--- src/rtl/ieee1355_pkg.sv ---
// Shared constants and types for the IEEE1355 DS-link receiver.
package ieee1355_pkg;

    localparam int C_CHAR_BITS = 10;
    localparam int C_DATA_BITS = 8;
    localparam logic [C_CHAR_BITS-1:0] C_NULL_CHAR = 10'b1111000110;

    typedef enum logic [0:0] {
        HUNT   = 1'b0,
        SYNCED = 1'b1
    } rx_state_t;

endpackage

--- src/rtl/ieee1355_ds_sync.sv ---
// Two-flop synchronizer plus history flop for the D and S lines; flags a change on either line.
module ieee1355_ds_sync
    import ieee1355_pkg::*;
(
    input  logic clk,
    input  logic rst,
    input  logic d_in,
    input  logic s_in,
    output logic d_s2,
    output logic d_edge,
    output logic s_edge
);

    // Bit 0 is the first synchronizer stage, bit 2 the history flop.
    logic [2:0] dPipe_q;
    logic [2:0] sPipe_q;

    always_ff @(posedge clk) begin
        if (rst) begin
            dPipe_q <= '0;
            sPipe_q <= '0;
        end else begin
            dPipe_q <= {dPipe_q[1:0], d_in};
            sPipe_q <= {sPipe_q[1:0], s_in};
        end
    end

    assign d_s2   = dPipe_q[1];
    assign d_edge = dPipe_q[1] ^ dPipe_q[2];
    assign s_edge = sPipe_q[1] ^ sPipe_q[2];

endmodule

--- src/rtl/ieee1355_ds_rx.sv ---
// IEEE1355 DS-link receiver: bit recovery, NULL alignment, byte output with backpressure.
// Define IEEE1355_RX_NULL_COUNT_EN to add the null_count output.
module ieee1355_ds_rx
    import ieee1355_pkg::*;
#(
    parameter int G_TIMEOUT_CYCLES = 64,
    parameter int G_CHAR_BITS      = 10
) (
    input  logic                   clk,
    input  logic                   rst,
    input  logic                   d_in,
    input  logic                   s_in,
    output logic [C_DATA_BITS-1:0] rx_data,
    output logic                   rx_valid,
    input  logic                   rx_ready,
    output logic                   rx_synced,
    output logic                   rx_overrun,
    input  logic                   overrun_clr,
    output logic                   rx_timeout,
    output logic                   rx_ds_err
`ifdef IEEE1355_RX_NULL_COUNT_EN
    ,
    output logic [15:0]            null_count
`endif
);

    localparam int TO_W = $clog2(G_TIMEOUT_CYCLES + 1);
    localparam logic [TO_W-1:0] TO_MAX  = TO_W'(G_TIMEOUT_CYCLES);
    localparam logic [TO_W-1:0] TO_FIRE = TO_W'(G_TIMEOUT_CYCLES - 1);
    localparam logic [3:0]      BIT_LAST = 4'(G_CHAR_BITS - 1);

    logic                   dS2;
    logic                   dEdge;
    logic                   sEdge;
    logic                   bitStrobe;
    logic                   anyEdge;
    logic [C_CHAR_BITS-1:0] shifted;

    rx_state_t              state_q, state_d;
    logic [C_CHAR_BITS-1:0] shifter_q, shifter_d;
    logic [C_CHAR_BITS-1:0] charWord_q, charWord_d;
    logic                   charDone_q, charDone_d;
    logic [3:0]             bitCnt_q, bitCnt_d;
    logic [TO_W-1:0]        toCnt_q, toCnt_d;
    logic [C_DATA_BITS-1:0] rxData_q, rxData_d;
    logic                   rxValid_q, rxValid_d;
    logic                   overrun_q, overrun_d;
    logic                   timeout_q, timeout_d;
    logic                   dsErr_q, dsErr_d;

    ieee1355_ds_sync u_sync (
        .clk    (clk),
        .rst    (rst),
        .d_in   (d_in),
        .s_in   (s_in),
        .d_s2   (dS2),
        .d_edge (dEdge),
        .s_edge (sEdge)
    );

    assign bitStrobe = dEdge ^ sEdge;
    assign anyEdge   = dEdge | sEdge;
    assign shifted   = {dS2, shifter_q[C_CHAR_BITS-1:1]};

    // The shifter runs in every state so a NULL seen in HUNT aligns on its last bit.
    always_comb begin
        state_d    = state_q;
        shifter_d  = shifter_q;
        bitCnt_d   = bitCnt_q;
        charWord_d = charWord_q;
        charDone_d = 1'b0;
        timeout_d  = 1'b0;
        dsErr_d    = 1'b0;
        toCnt_d    = toCnt_q;

        if (anyEdge) begin
            toCnt_d = '0;
        end else if (toCnt_q != TO_MAX) begin
            toCnt_d = toCnt_q + 1'b1;
        end

        if (bitStrobe) begin
            shifter_d = shifted;
        end

        case (state_q)
            HUNT: begin
                if (bitStrobe && (shifted == C_NULL_CHAR)) begin
                    state_d  = SYNCED;
                    bitCnt_d = '0;
                end
            end
            SYNCED: begin
                if (bitStrobe) begin
                    if (bitCnt_q == BIT_LAST) begin
                        bitCnt_d   = '0;
                        charDone_d = 1'b1;
                        charWord_d = shifted;
                    end else begin
                        bitCnt_d = bitCnt_q + 1'b1;
                    end
                end
            end
            default: state_d = HUNT;
        endcase

        if (dEdge && sEdge) begin
            dsErr_d  = 1'b1;
            state_d  = HUNT;
            bitCnt_d = '0;
        end else if ((state_q == SYNCED) && !anyEdge && (toCnt_q == TO_FIRE)) begin
            timeout_d = 1'b1;
            state_d   = HUNT;
            bitCnt_d  = '0;
        end
    end

    // A completed char is evaluated one cycle after its last shift; overrun set beats clear.
    always_comb begin
        rxData_d  = rxData_q;
        rxValid_d = rxValid_q;
        overrun_d = overrun_q;

        if (rxValid_q && rx_ready) begin
            rxValid_d = 1'b0;
        end
        if (overrun_clr) begin
            overrun_d = 1'b0;
        end

        if (charDone_q && (charWord_q != C_NULL_CHAR)) begin
            if (rxValid_q && !rx_ready) begin
                overrun_d = 1'b1;
            end else begin
                rxData_d  = charWord_q[C_DATA_BITS-1:0];
                rxValid_d = 1'b1;
            end
        end
    end

    always_ff @(posedge clk) begin
        if (rst) begin
            state_q    <= HUNT;
            shifter_q  <= '0;
            charWord_q <= '0;
            charDone_q <= 1'b0;
            bitCnt_q   <= '0;
            toCnt_q    <= '0;
            rxData_q   <= '0;
            rxValid_q  <= 1'b0;
            overrun_q  <= 1'b0;
            timeout_q  <= 1'b0;
            dsErr_q    <= 1'b0;
        end else begin
            state_q    <= state_d;
            shifter_q  <= shifter_d;
            charWord_q <= charWord_d;
            charDone_q <= charDone_d;
            bitCnt_q   <= bitCnt_d;
            toCnt_q    <= toCnt_d;
            rxData_q   <= rxData_d;
            rxValid_q  <= rxValid_d;
            overrun_q  <= overrun_d;
            timeout_q  <= timeout_d;
            dsErr_q    <= dsErr_d;
        end
    end

`ifdef IEEE1355_RX_NULL_COUNT_EN
    logic [15:0] nullCnt_q, nullCnt_d;
    logic        nullAlign;
    logic        nullEval;

    // Both the aligning NULL and every NULL evaluated while synced are counted.
    assign nullAlign = (state_q == HUNT) && bitStrobe && (shifted == C_NULL_CHAR);
    assign nullEval  = charDone_q && (charWord_q == C_NULL_CHAR);

    always_comb begin
        nullCnt_d = nullCnt_q + 16'(nullAlign) + 16'(nullEval);
    end

    always_ff @(posedge clk) begin
        if (rst) begin
            nullCnt_q <= '0;
        end else begin
            nullCnt_q <= nullCnt_d;
        end
    end

    assign null_count = nullCnt_q;
`endif

    assign rx_data    = rxData_q;
    assign rx_valid   = rxValid_q;
    assign rx_synced  = (state_q == SYNCED);
    assign rx_overrun = overrun_q;
    assign rx_timeout = timeout_q;
    assign rx_ds_err  = dsErr_q;

endmodule
--- config.mk ---
export PLATFORM = sky130hd
export DESIGN_NAME = ieee1355_ds_rx
export DESIGN_NICKNAME = d
export VERILOG_FILES = /design/src/rtl/ieee1355_pkg.sv /design/src/rtl/ieee1355_ds_sync.sv /design/src/rtl/ieee1355_ds_rx.sv
export SDC_FILE = /design/constraint.sdc
export NUM_CORES = 1
export LEC_CHECK = 0
export ABC_AREA = 1
export BUFFER_PORTS_ARGS = -buffer_cell sky130_fd_sc_hd__buf_2
export CAP_MARGIN = 20
export CORE_UTILIZATION = 57
export CTS_CLUSTER_DIAMETER = 40
export DETAILED_ROUTE_END_ITERATION = 7
export PLACE_DENSITY_LB_ADDON = 0.25
export SLEW_MARGIN = 40
export SYNTH_ARGS = -nofsm -noshare
export SYNTH_HDL_FRONTEND = slang
export SYNTH_SLANG_ARGS = --single-unit
--- constraint.sdc ---
create_clock -name clk -period 2.1 [get_ports clk]
set_clock_uncertainty 0.1 [all_clocks]
set_input_delay 0.105 -clock clk [delete_from_list [all_inputs] [get_ports clk]]
set_output_delay 0.105 -clock clk [all_outputs]
set_load 0.01 [all_outputs]
; ---- Word level (Yosys, flattened, before mapping)
; Cells that the tools add are included.
[totals]
elab_cells = 60
latch_bits = 0
n_memories = 0
rom_bits = 0
regBits = 51
ramBits = 0
output_inout_bits = 13
in_bits = 6
[op_classes]
reduce_logical = 16
n_div = 0
shifts = 0
eq_ne = 7
muxes = 15
bitwise = 7
addsub = 2
n_lt_le_gt_ge = 0
n_mul = 0
[op_table]
columns = operator, count
row1 = $mux 4, 3
row2 = $mux 1, 11
row3 = $eq 10x10->1 const B, 1
row4 = $ne 10x10->1 const B, 1
row5 = $pmux 4 s2, 1
row6 = $add 7x1->7 const B, 1
row7 = $eq 7x6->1 const B, 1
row8 = $logic_and 1x1->1, 7
row9 = $ne 7x7->1 const B, 1
row10 = $reduce_or 3->1, 2
row11 = $add 4x1->4 const B, 1
row12 = $eq 4x4->1 const B, 1
row13 = $ne 2x2->1 const B, 2
row14 = $reduce_and 2->1, 2
row15 = $reduce_or 2->1, 2
row16 = $not 1->1, 3
row17 = $reduce_and 3->1, 1
row18 = $xor 1x1->1, 3
row19 = $logic_not 1->1, 2
row20 = $or 1x1->1, 1

; ---- Logic depth before layout (Yosys ltp)
[depth]
ltp_word = 6
ltp_mapped = 11
depth_no_buf = 10

; ---- Modules after synthesis
; From an unflattened synthesis, not the netlist that was laid out.
[hier_totals]
cells_unflattened = 261
hier_area_um2 = 2029.4
[modules_own_cells]
columns = module, area_each_um2, cells_each, seq_area_each_um2, instances
row1 = ieee1355_ds_rx, 1834.3, 235, 880.8, 1
row2 = ieee1355_ds_sync, 195.2, 26, 120.1, 1

; ---- Worst setup path after synthesis
; Ideal clock, no wire load.
[synth_path]
path_type = register -> register
from = register u_sync.dPipe_q[1]
to = register bitCnt_q[2]
required_time_ps = 1887
setup_slack_ps = 373
path_stages_with_launch = 12
setup_ps = 113
t_arrival_ps = 1514
path_buffers = 1
period_less_slack_ps = 1727
path_cell_list = dfxtp_1 -> xor2_1 -> inv_1 -> ha_1 -> buf_4 -> nand2_2 -> nor2_2 -> nand3_2 -> nand2_2 -> nand2_2 -> o21ai_1 -> inv_1
[synth_via]
elab_cells_between_ends = 13
classes_between = eq/ne: 3 / bitwise: 3 / reduce/logical: 7
[synth_lines]
columns = item, line
row1 = start: declaration, ieee1355_ds_sync.sv:15  ; logic [2:0] dPipe_q;
row2 = start signal: assignment, ieee1355_ds_sync.sv:23  ; dPipe_q <= {dPipe_q[1:0], d_in};
row3 = $xor 1x1->1 *, ieee1355_ds_sync.sv:29  ; assign d_edge = dPipe_q[1] ^ dPipe_q[2];
row4 = $xor 1x1->1 *, ieee1355_ds_rx.sv:61  ; assign bitStrobe = dEdge ^ sEdge;
row5 = net bitStrobe, ieee1355_ds_rx.sv:35  ; logic bitStrobe;
row6 = $logic_and 1x1->1, ieee1355_ds_rx.sv:88  ; if (bitStrobe && (shifted == C_NULL_CHAR)) begin
row7 = $ne 2x2->1 (no line), -
row8 = $reduce_and 2->1 (no line) *, -
row9 = end signal: assignment, ieee1355_ds_rx.sv:159  ; bitCnt_q <= bitCnt_d;
row10 = end: declaration, ieee1355_ds_rx.sv:43  ; logic [3:0] bitCnt_q, bitCnt_d;
; The timed path passes the listed nets; every way through them passes the cells marked *.
; A chain may end at the register's enable or synchronous reset.

; ---- Worst setup path in the final report
[layout_path]
from = register u_sync.dPipe_q[1]
to = register bitCnt_q[1]
; The elaborated chain is that of the path after synthesis.

==> flow_summary.json <==
{
  "status": "completed",
  "finalHoldViolCount": 0,
  "grt_pass1_vias": 1347,
  "ant_nets": 0,
  "fp.dieW_um": 62.1,
  "total_power_mw": 1.50,
  "final_area_mm2": 0.00228,
  "synthArstFlopShare": 0,
  "cap_violations": 0,
  "end_kind": "register",
  "synth_warnings": 0,
  "post_synth.cell_area_avg_um2": 8.00,
  "p_leak_nw": 0.959,
  "clkSinkCount": 50,
  "gr-usage-all-layers": 0.203,
  "worst_pin_slew_ns": 0.426,
  "areaGrowthSynthToFinish_pct": 11.1,
  "placed_cells": 315,
  "numCtsBuffers": 5,
  "clock_latency_ns": 0.36,
  "crit_type": "register to register",
  "final_cells": 329,
  "rsz0062_at_grt": "false",
  "drive_gt1_frac": 0.177,
  "dieArea_mm2": 0.00385,
  "synth-seq-area-share": 0.487,
  "first_pass_iters": 4,
  "start_kind": "register",
  "grt_pass1_wl_um": 5620,
  "ys_types": 30,
  "cts-root-buf": "clkbuf_4",
  "port_buffers": 18,
  "fmax_ghz": 0.541,
  "ios": 19,
  "netlist_area_mm2": 0.00206,
  "vias_per_cell": 4.97,
  "hpwl_um": 2460,
  "final_nets": 295,
  "syn-num-nets": 269,
  "pre_cts_ws_ns": 0.158,
  "setup_violations": 0,
  "tritoncts": "built",
  "crit_fanout": 5,
  "whs_ns": 0.0365,
  "period_share": 0.880,
  "period_needed_ns": 1.85,
  "drt_iter0_drc": 115,
  "num_vias": 1634,
  "ys_seq_elements": 50,
  "netlist_instances": 257,
  "antenna_found_initial": 0,
  "synth_edf_count": 0,
  "clk_path_buf_depth": 2,
  "cts.clk_slew.worst_paths_ns": 0.13,
  "start_util": 0.606,
  "rrSetupSlack_ns": 0.25,
  "slew_violations": 0,
  "finalWorstSetupSlack_ns": 0.252,
  "power_density_mw_per_mm2": 659,
  "final_core_util": 0.674,
  "arrival_ns": 2.04,
  "grt_max_degree": 25,
  "setup_tns_ns": 0,
  "routabilityCongestion": 0.776,
  "h-tree-depth": 2,
  "grt_overflow": 0,
  "wl_um": 3450,
  "core_area_mm2": 0.00339,
  "slew_headroom": 0.716,
  "rows": 21,
  "placed_area_mm2": 0.00217,
  "drc": 0,
  "hp-class": "input pin to register",
  "worst_ir_drop_vdd_uv": 507,
  "die_y_um": 62.1,
  "ys.flop_type": "dfxtp_1",
  "antenna_cells": 0,
  "routedWlPerCell_um": 10.5,
  "crit_required_ns": 2.29
}
==> state kept, by name (all words and copies together), names as in the netlist <==
signal	count
charWord_q	10
shifter_q	9
rx_data	8
toCnt_q	7
bitCnt_q	4
u_sync.dPipe_q	3
u_sync.sPipe_q	3
charDone_q	1
rx_ds_err	1
rx_overrun	1
rx_synced	1
rx_timeout	1
rx_valid	1
==> layer usage <==
metal	up-vias	wire (um)	GRT usage
met1	723	1730	0.254
met2	24	1560	0.324
met4	0	68	0.117
met3	8	92	0.0435
li1	879	-	-
met5	-	0	0
==> power breakdown <==
group          total (mW)  switching (mW)  internal [mW]  leakage (nW)
Clock               0.409           0.283          0.126        0.0243
Sequential          0.993          0.0176          0.975         0.405
Combinational       0.104          0.0665         0.0373         0.529
==> cell type report <==
class                      instances  area (um2)
fill                             283        1110
sequential                        50        1000
multi-input combinational        163         875
timing repair buffer              26         160
inverter                          37         141
tap                               46        57.6
clock buffer                       6        41.3
clock inverter                     1        7.51
==> layout by cell type (no fill, tap or decap), drive strengths merged <==
master       Yosys  layout
a21oi           32      32
buf              5      22
clkbuf           2       6
clkinvlp         0       1
dfxtp           50      50
dlygate4sd3      0       4
ha               6       6
inv             36      37
nand2           36      36
nand3            9       9
nand4           10      10
nor2            39      39
nor3             3       3
nor3b            1       1
o21ai           21      21
or2              1       1
xnor2            1       1
xor2             4       4
==> logic make-up (layout without fill, tap and decap cells) <==
kind of cell	Yosys count	after routing	synth area share
adder cells (fa/ha/maj)	6	6	0.0365
AND/OR/NAND/NOR	99	99	0.229
AO/OA/AOI/OAI	53	53	0.138
buffers and inverters	44	70	0.0876
flip-flops	50	50	0.487
XOR/XNOR	5	5	0.0213
==> synth_stat cells (4+ instances only) <==
| library cell | number | area [um2] |
|---|---|---|
| nand4_1 | 9 | 56.3 |
| inv_1 | 33 | 124 |
| nand3_1 | 6 | 30.0 |
| nand2_1 | 31 | 116 |
| dfxtp_1 | 50 | 1000 |
| nand2_2 | 4 | 25.0 |
| nor2_1 | 35 | 131 |
| xor2_1 | 4 | 35.0 |
| o21ai_0 | 18 | 90.1 |
| a21oi_1 | 29 | 145 |
| ha_1 | 6 | 75.1 |
==> path summary, 6_finish.rpt <==
path / startpoint / to / cells after the start
max: u_sync.dPipe_q[1] / bitCnt_q[1] / 8
min: rx_ready / rx_valid / 4
max reg2reg: u_sync.dPipe_q[1] / bitCnt_q[1] / 8
min reg2reg: u_sync.sPipe_q[0] / u_sync.sPipe_q[1] / 2
==> what timing repair did <==
item,CTS,global route
buffers inserted,0,3
hold buffers,4,0
hold endpoints to repair,3,0
gates resized for setup,0,2
setup endpoints to repair,0,3
==> critical path, stage by stage, from the launching register on <==
cell	delay [ns]
dfxtp_1	0.38
xor2_1	0.19
inv_1	0.07
ha_1	0.36
nand2_1	0.10
nor2_2	0.21
inv_2	0.05
or2_1	0.22
a21oi_2	0.13
Note: power is estimated with default switching activity, not from simulation.
